$ cat src/rtl/vga_pixel_out_stage.sv
//==============================================================================
// Module      : vga_pixel_out_stage
// Description : Final pixel stage before the TinyVGA pins. Applies a
//               frame-stepped brightness fade, reduces colour to 2 bits per
//               channel, keeps sync aligned with the 2-clock pipeline and packs
//               {hsync,B0,G0,R0,vsync,B1,G1,R1} onto vga_out.
//               Optional macro: DITHER_EN (4x4 ordered dither before
//               quantisation; plain truncation when undefined).
// Revision    : 1.0 - initial release
//==============================================================================
`default_nettype none

module vga_pixel_out_stage #(
    parameter int FRAMES_PER_STEP = 2,
    parameter int LEVEL_MAX       = 16
) (
    input  logic        clk,
    input  logic        rst_n,
    input  logic        hsync_in,
    input  logic        vsync_in,
    input  logic        display_on,
    input  logic [9:0]  hpos,
    input  logic [9:0]  vpos,
    input  logic [11:0] rgb_in,
    input  logic        blank_req,
    output logic [7:0]  vga_out,
    output logic [4:0]  level,
    output logic        fade_busy
);

    typedef enum logic [1:0] {
        ST_BLACK    = 2'd0,
        ST_FADE_IN  = 2'd1,
        ST_SHOW     = 2'd2,
        ST_FADE_OUT = 2'd3
    } state_t;

    localparam logic [4:0] c_level_max = 5'(LEVEL_MAX);
    localparam logic [3:0] c_cnt_last  = 4'(FRAMES_PER_STEP - 1);

    state_t      state_q, state_d;
    logic [4:0]  level_q, level_d;
    logic [3:0]  cnt_q, cnt_d;

    logic [3:0]  sc_r_q, sc_g_q, sc_b_q, sc_r_d, sc_g_d, sc_b_d;
    logic        hs1_q, vs1_q, de1_q;
    logic [7:0]  vga_out_q, vga_out_d;

    logic        w_frame_event;
    logic [3:0]  w_cnt_next;
    logic        w_step;

`ifdef DITHER_EN
    logic [1:0]  hp1_q, vp1_q;

    // 4x4 Bayer threshold, row = vpos[1:0], column = hpos[1:0]
    function automatic logic [3:0] bayer(input logic [1:0] row, input logic [1:0] col);
        case ({row, col})
            4'h0: return 4'd0;   4'h1: return 4'd8;   4'h2: return 4'd2;   4'h3: return 4'd10;
            4'h4: return 4'd12;  4'h5: return 4'd4;   4'h6: return 4'd14;  4'h7: return 4'd6;
            4'h8: return 4'd3;   4'h9: return 4'd11;  4'hA: return 4'd1;   4'hB: return 4'd9;
            4'hC: return 4'd15;  4'hD: return 4'd7;   4'hE: return 4'd13;  default: return 4'd5;
        endcase
    endfunction

    // Add a quarter of the threshold, saturate at 15, keep the top two bits
    function automatic logic [1:0] quant(input logic [3:0] sc, input logic [1:0] row,
                                         input logic [1:0] col);
        logic [4:0] sum;
        sum = {1'b0, sc} + 5'(bayer(row, col) >> 2);
        return sum[4] ? 2'b11 : 2'(sum >> 2);
    endfunction
`endif

    assign w_frame_event = (hpos == 10'd0) && (vpos == 10'd0);
    // The counter wraps after reaching the last value, so the first step of a
    // fade comes FRAMES_PER_STEP-1 events after entry and then every
    // FRAMES_PER_STEP events.
    assign w_cnt_next    = (cnt_q == c_cnt_last) ? 4'd0 : cnt_q + 4'd1;
    assign w_step        = (w_cnt_next == c_cnt_last);

    assign level     = level_q;
    assign fade_busy = (state_q == ST_FADE_IN) || (state_q == ST_FADE_OUT);
    assign vga_out   = vga_out_q;

    // Fade FSM next-state: evaluated only on frame events
    always_comb begin
        state_d = state_q;
        level_d = level_q;
        cnt_d   = cnt_q;
        if (w_frame_event) begin
            case (state_q)
                ST_BLACK: begin
                    if (!blank_req) begin
                        state_d = ST_FADE_IN;
                        cnt_d   = 4'd0;
                    end
                end
                ST_FADE_IN: begin
                    if (blank_req) begin
                        state_d = ST_FADE_OUT;
                        cnt_d   = 4'd0;
                    end else if (level_q >= c_level_max) begin
                        state_d = ST_SHOW;
                    end else begin
                        cnt_d = w_cnt_next;
                        if (w_step) begin
                            level_d = level_q + 5'd1;
                            if (level_q + 5'd1 == c_level_max) state_d = ST_SHOW;
                        end
                    end
                end
                ST_SHOW: begin
                    if (blank_req) begin
                        state_d = ST_FADE_OUT;
                        cnt_d   = 4'd0;
                    end
                end
                ST_FADE_OUT: begin
                    if (!blank_req) begin
                        state_d = ST_FADE_IN;
                        cnt_d   = 4'd0;
                    end else if (level_q == 5'd0) begin
                        state_d = ST_BLACK;
                    end else begin
                        cnt_d = w_cnt_next;
                        if (w_step) begin
                            level_d = level_q - 5'd1;
                            if (level_q == 5'd1) state_d = ST_BLACK;
                        end
                    end
                end
                default: state_d = ST_BLACK;
            endcase
        end
    end

    // Stage 1: scale each channel by the pre-update level, (c*level)>>4
    always_comb begin
        sc_r_d = 4'((9'(rgb_in[11:8]) * 9'(level_q)) >> 4);
        sc_g_d = 4'((9'(rgb_in[7:4])  * 9'(level_q)) >> 4);
        sc_b_d = 4'((9'(rgb_in[3:0])  * 9'(level_q)) >> 4);
    end

    // Stage 2: quantise to 2 bits, blank outside active video, pack pin order
    always_comb begin
        logic [1:0] q_r, q_g, q_b;
`ifdef DITHER_EN
        q_r = quant(sc_r_q, vp1_q, hp1_q);
        q_g = quant(sc_g_q, vp1_q, hp1_q);
        q_b = quant(sc_b_q, vp1_q, hp1_q);
`else
        q_r = 2'(sc_r_q >> 2);
        q_g = 2'(sc_g_q >> 2);
        q_b = 2'(sc_b_q >> 2);
`endif
        if (!de1_q) begin
            q_r = 2'b00;
            q_g = 2'b00;
            q_b = 2'b00;
        end
        vga_out_d = {hs1_q, q_b[0], q_g[0], q_r[0], vs1_q, q_b[1], q_g[1], q_r[1]};
    end

    // State, stage-1 and stage-2 registers with synchronous active-low reset
    always_ff @(posedge clk) begin
        if (!rst_n) begin
            state_q   <= ST_BLACK;
            level_q   <= 5'd0;
            cnt_q     <= 4'd0;
            sc_r_q    <= 4'd0;
            sc_g_q    <= 4'd0;
            sc_b_q    <= 4'd0;
            hs1_q     <= 1'b0;
            vs1_q     <= 1'b0;
            de1_q     <= 1'b0;
            vga_out_q <= 8'd0;
`ifdef DITHER_EN
            hp1_q     <= 2'd0;
            vp1_q     <= 2'd0;
`endif
        end else begin
            state_q   <= state_d;
            level_q   <= level_d;
            cnt_q     <= cnt_d;
            sc_r_q    <= sc_r_d;
            sc_g_q    <= sc_g_d;
            sc_b_q    <= sc_b_d;
            hs1_q     <= hsync_in;
            vs1_q     <= vsync_in;
            de1_q     <= display_on;
            vga_out_q <= vga_out_d;
`ifdef DITHER_EN
            hp1_q     <= hpos[1:0];
            vp1_q     <= vpos[1:0];
`endif
        end
    end

endmodule

`default_nettype wire

$ cat config.mk
export PLATFORM = sky130hd
export DESIGN_NAME = vga_pixel_out_stage
export DESIGN_NICKNAME = d
export VERILOG_FILES = /design/src/rtl/vga_pixel_out_stage.sv
export SDC_FILE = /design/constraint.sdc
export NUM_CORES = 1
export LEC_CHECK = 0
export ABC_AREA = 0
export CAP_MARGIN = 25
export CELL_PAD_IN_SITES_DETAIL_PLACEMENT = 0
export CELL_PAD_IN_SITES_GLOBAL_PLACEMENT = 1
export CORE_ASPECT_RATIO = 1.5
export CORE_MARGIN = 3
export CORE_UTILIZATION = 35
export DETAILED_ROUTE_END_ITERATION = 12
export DONT_BUFFER_PORTS = 1
export PLACE_DENSITY_LB_ADDON = 0.1
export SLEW_MARGIN = 20
export SYNTH_ARGS = -nofsm -noshare
export SYNTH_HDL_FRONTEND = slang
export SYNTH_SLANG_ARGS = --single-unit
export TNS_END_PERCENT = 100
$ cat constraint.sdc
create_clock -name clk -period 3.5 [get_ports clk]
set_input_delay 0.175 -clock clk [delete_from_list [all_inputs] [get_ports clk]]
set_output_delay 0.175 -clock clk [all_outputs]
set_load 0.02 [all_outputs]
==> flow_summary.yaml <==
sta:
  drv_slew: 0
  finalHoldViolCount: 0
  worstMarginPinSlew_ns: 0.747
  fmax_mhz: 323
  hold_ws_ns: 0.0160
  rsz0062_at_grt: "no"
  setup-tns-final_ns: 0
  skew_ns: 0.00373
  finalCritPeriodShare_pct: 88.5
  period_minus_slack_ns: 3.10
  setup_ws_ns: 0.402
  setup_viol: 0
  slew_headroom_pct: 50.1
clocking:
  cts_sinks: 28
  numCtsBuffers: 3
  cts_max_level: 1
  root_buffer: "clkbuf_8"
  cts_tree: "yes"
  path_clk_slew_ns: 0.10
  cts_setup_buffers: 0
  worstSkewPairLatency_ns: 0.27
  cts.path.max_buffers: 2
setup_path:
  path_common_cell: "fa_1"
  ff2ff_setup_slack_ns: 0.40
  path_delay_family: "adder cells"
  reg2reg_depth: 10
  cp_slowest_cell: "dfxtp_1"
  r2r-start: "level[2]"
  r2r-end: "sc_b_q[3]"
  worst-path-max-fanout: 13
  cp_data_required_time_ns: 3.65
  cpPeakStageDelay_ns: 0.82
  worstPathArrival_ns: 3.25
  startpoint_type: "flop"
  end_kind: "flop"
  path_class: "flop to flop"
  path_depth: 10
  critPathBufInv: 1
  worstPathCellList: "nand2_1, fa_1, inv_1, fa_1, ha_1, nand4_1, o21ai_1, a31oi_1, xnor2_1, nor2_1"
place:
  post_dp_cell_area_sq_um: 2590
  hpwl_microns: 4690
  gp_congestion: 0.743
  dp_slack_ns: 0.388
  io_buffers: 0
synth:
  synth_top_area_share_pct: 22.4
  synthTopCellsByCount: "and2_1, ha_1, dfxtp_1, nand2_1, inv_1"
  yosysMostFrequentCell: "and2_1"
  yosys_warnings: 0
  yosys_register_bits: 28
  synth_nets: 372
  synth_area_leaders: "dfxtp_1, ha_1, fa_1, and2_1, xnor2_1"
  synth-edff-count: 0
  avgSynthCellArea_sq_um: 8.81
  synthArstFlopShare_pct: 0
  yosysUniqueCellTypes: 45
  syn_inst: 284
  ys.flop_type: "dfxtp_1"
  synth_largest_area_cell: "dfxtp_1"
  synth_area_sq_um: 2500
  ys_seq_area_share_pct: 22.4
power:
  p_total_uw: 590
  ir_drop_mv: 0.211
  p_per_area_nw_per_um2: 221
  p_leak_nw: 1.22
floorplanning:
  ios: 52
  start_util_pct: 36.3
  core_area_sq_um: 6900
  die_w_microns: 75.0
  rows: 37
  die_area_sq_um: 8220
  die_y_microns: 110
hold_path:
  hp-start: "rst_n"
  holdPathEnd: "de1_q"
  min_path_cells: 1
  holdCritPathClass: "input pin to flop"
routing:
  avgViaCountPerCell: 5.33
  first_pass_iters: 4
  vias: 1929
  met3RoutedLength_microns: 276
  highest_layer: "met4"
  dr.first_iter.drc_count: 80
  drc: 0
  routedWlPerCell_microns: 16.1
  wl_met1_microns: 2350
  wl_microns: 5830
  antenna_left: 0
  wl_met2_microns: 3140
cells_and_area:
  multi_input_area_sq_um: 1810
  nets: 373
  seq_area_sq_um: 561
  fin_area_sq_um: 2670
  drive_gt1_share_pct: 5.99
  area_growth_pct: 6.75
  diodes: 0
  nFillCells: 727
global_routing:
  antenna_found_initial: 0
  grt_max_degree: 19
  grt_pass1_vias: 2033
  gr-total-overflow: 0
  track_usage_pct: 15.3
  grt_pass1_wl_microns: 9680
outcome:
  status: "completed"
run:
  maxCapViolations: 0
-- timing repair --
item | CTS | global route
hold buffers | 0 | 1
resized for setup | 0 | 0
endpoints found under the hold margin | 0 | 1
-- placed cells by master, fill, tap and decap left out, types with 2 or more instances in the layout --
master    instances
nand4_1           4
o21ai_1           3
or3b_1            2
nor4_1            6
ha_1             35
nand2_1          28
nor4_2            3
buf_4             5
xor2_1            3
nand3_1           3
a311oi_1          2
dfxtp_1          28
nor3_1            6
and2_1           40
and3_1            6
xnor2_1          14
nor2b_1           3
a211oi_1          2
inv_1            22
nor2_1           19
clkbuf_8          3
a31oi_1           4
a21oi_1           5
o32ai_1           2
fa_1             15
mux2i_1           2
-- logic make-up (layout without fill, tap and decap cells) --
logic type,count (synthesis),after routing,synth area share (%)
AND/OR/NAND/NOR,128,128,28.5
buffers and inverters,32,32,5.20
multiplexers,2,2,0.800
adder cells (fa/ha/maj),50,50,29.5
AO/OA/AOI/OAI,27,27,7.60
flip-flops,28,28,22.4
XOR/XNOR,17,17,5.95
-- cell type report --
type                    count  area share [%]
inverters                  22            3.09
clock inverters             1            1.12
flip-flops and latches     28            21.0
well taps                  78            3.66
repair buffers              6            1.78
clock buffers               3            1.55
multi-input cells         224            67.8
-- where the power goes --
part           leakage, nW  internal [mW]  total, mW  switching, mW
clock               0.0357          0.153      0.257          0.104
combinational        0.954        0.00393    0.00931        0.00537
sequential           0.227          0.321      0.323        0.00232
total                 1.22          0.478      0.590          0.112
-- state kept, by name (all words and copies together) (netlist names), 2 cells and up --
| register | count |
|---|---|
| cnt_q | 4 |
| sc_g_q | 2 |
| state_q | 2 |
| sc_r_q | 2 |
| vga_out | 8 |
| level | 5 |
| sc_b_q | 2 |
-- worst max path at each step --
stage	endpoint	start
after CTS	sc_b_q[3]	level[1]
after global routing	sc_b_q[3]	level[1]
after floorplan	sc_g_q[3]	level[2]
after detailed placement	sc_g_q[3]	level[1]
after global placement	sc_g_q[3]	level[1]
final	sc_b_q[3]	level[2]
-- per-layer routing --
metal | track usage, % | vias to the layer above
li1 | - | 959
met1 | 17.9 | 913
met2 | 27.9 | 51
met3 | 2.84 | 6
met4 | 3.82 | 0
met5 | 0 | -
-- stage by stage --
stage                     instances  utilization, %
after global placement          357            37.5
after detailed placement        357            37.5
final                           362            38.7
after CTS                       361            38.6
after floorplan                 284               -
after global routing            362            38.7
Power figures use the tool's default switching activity.
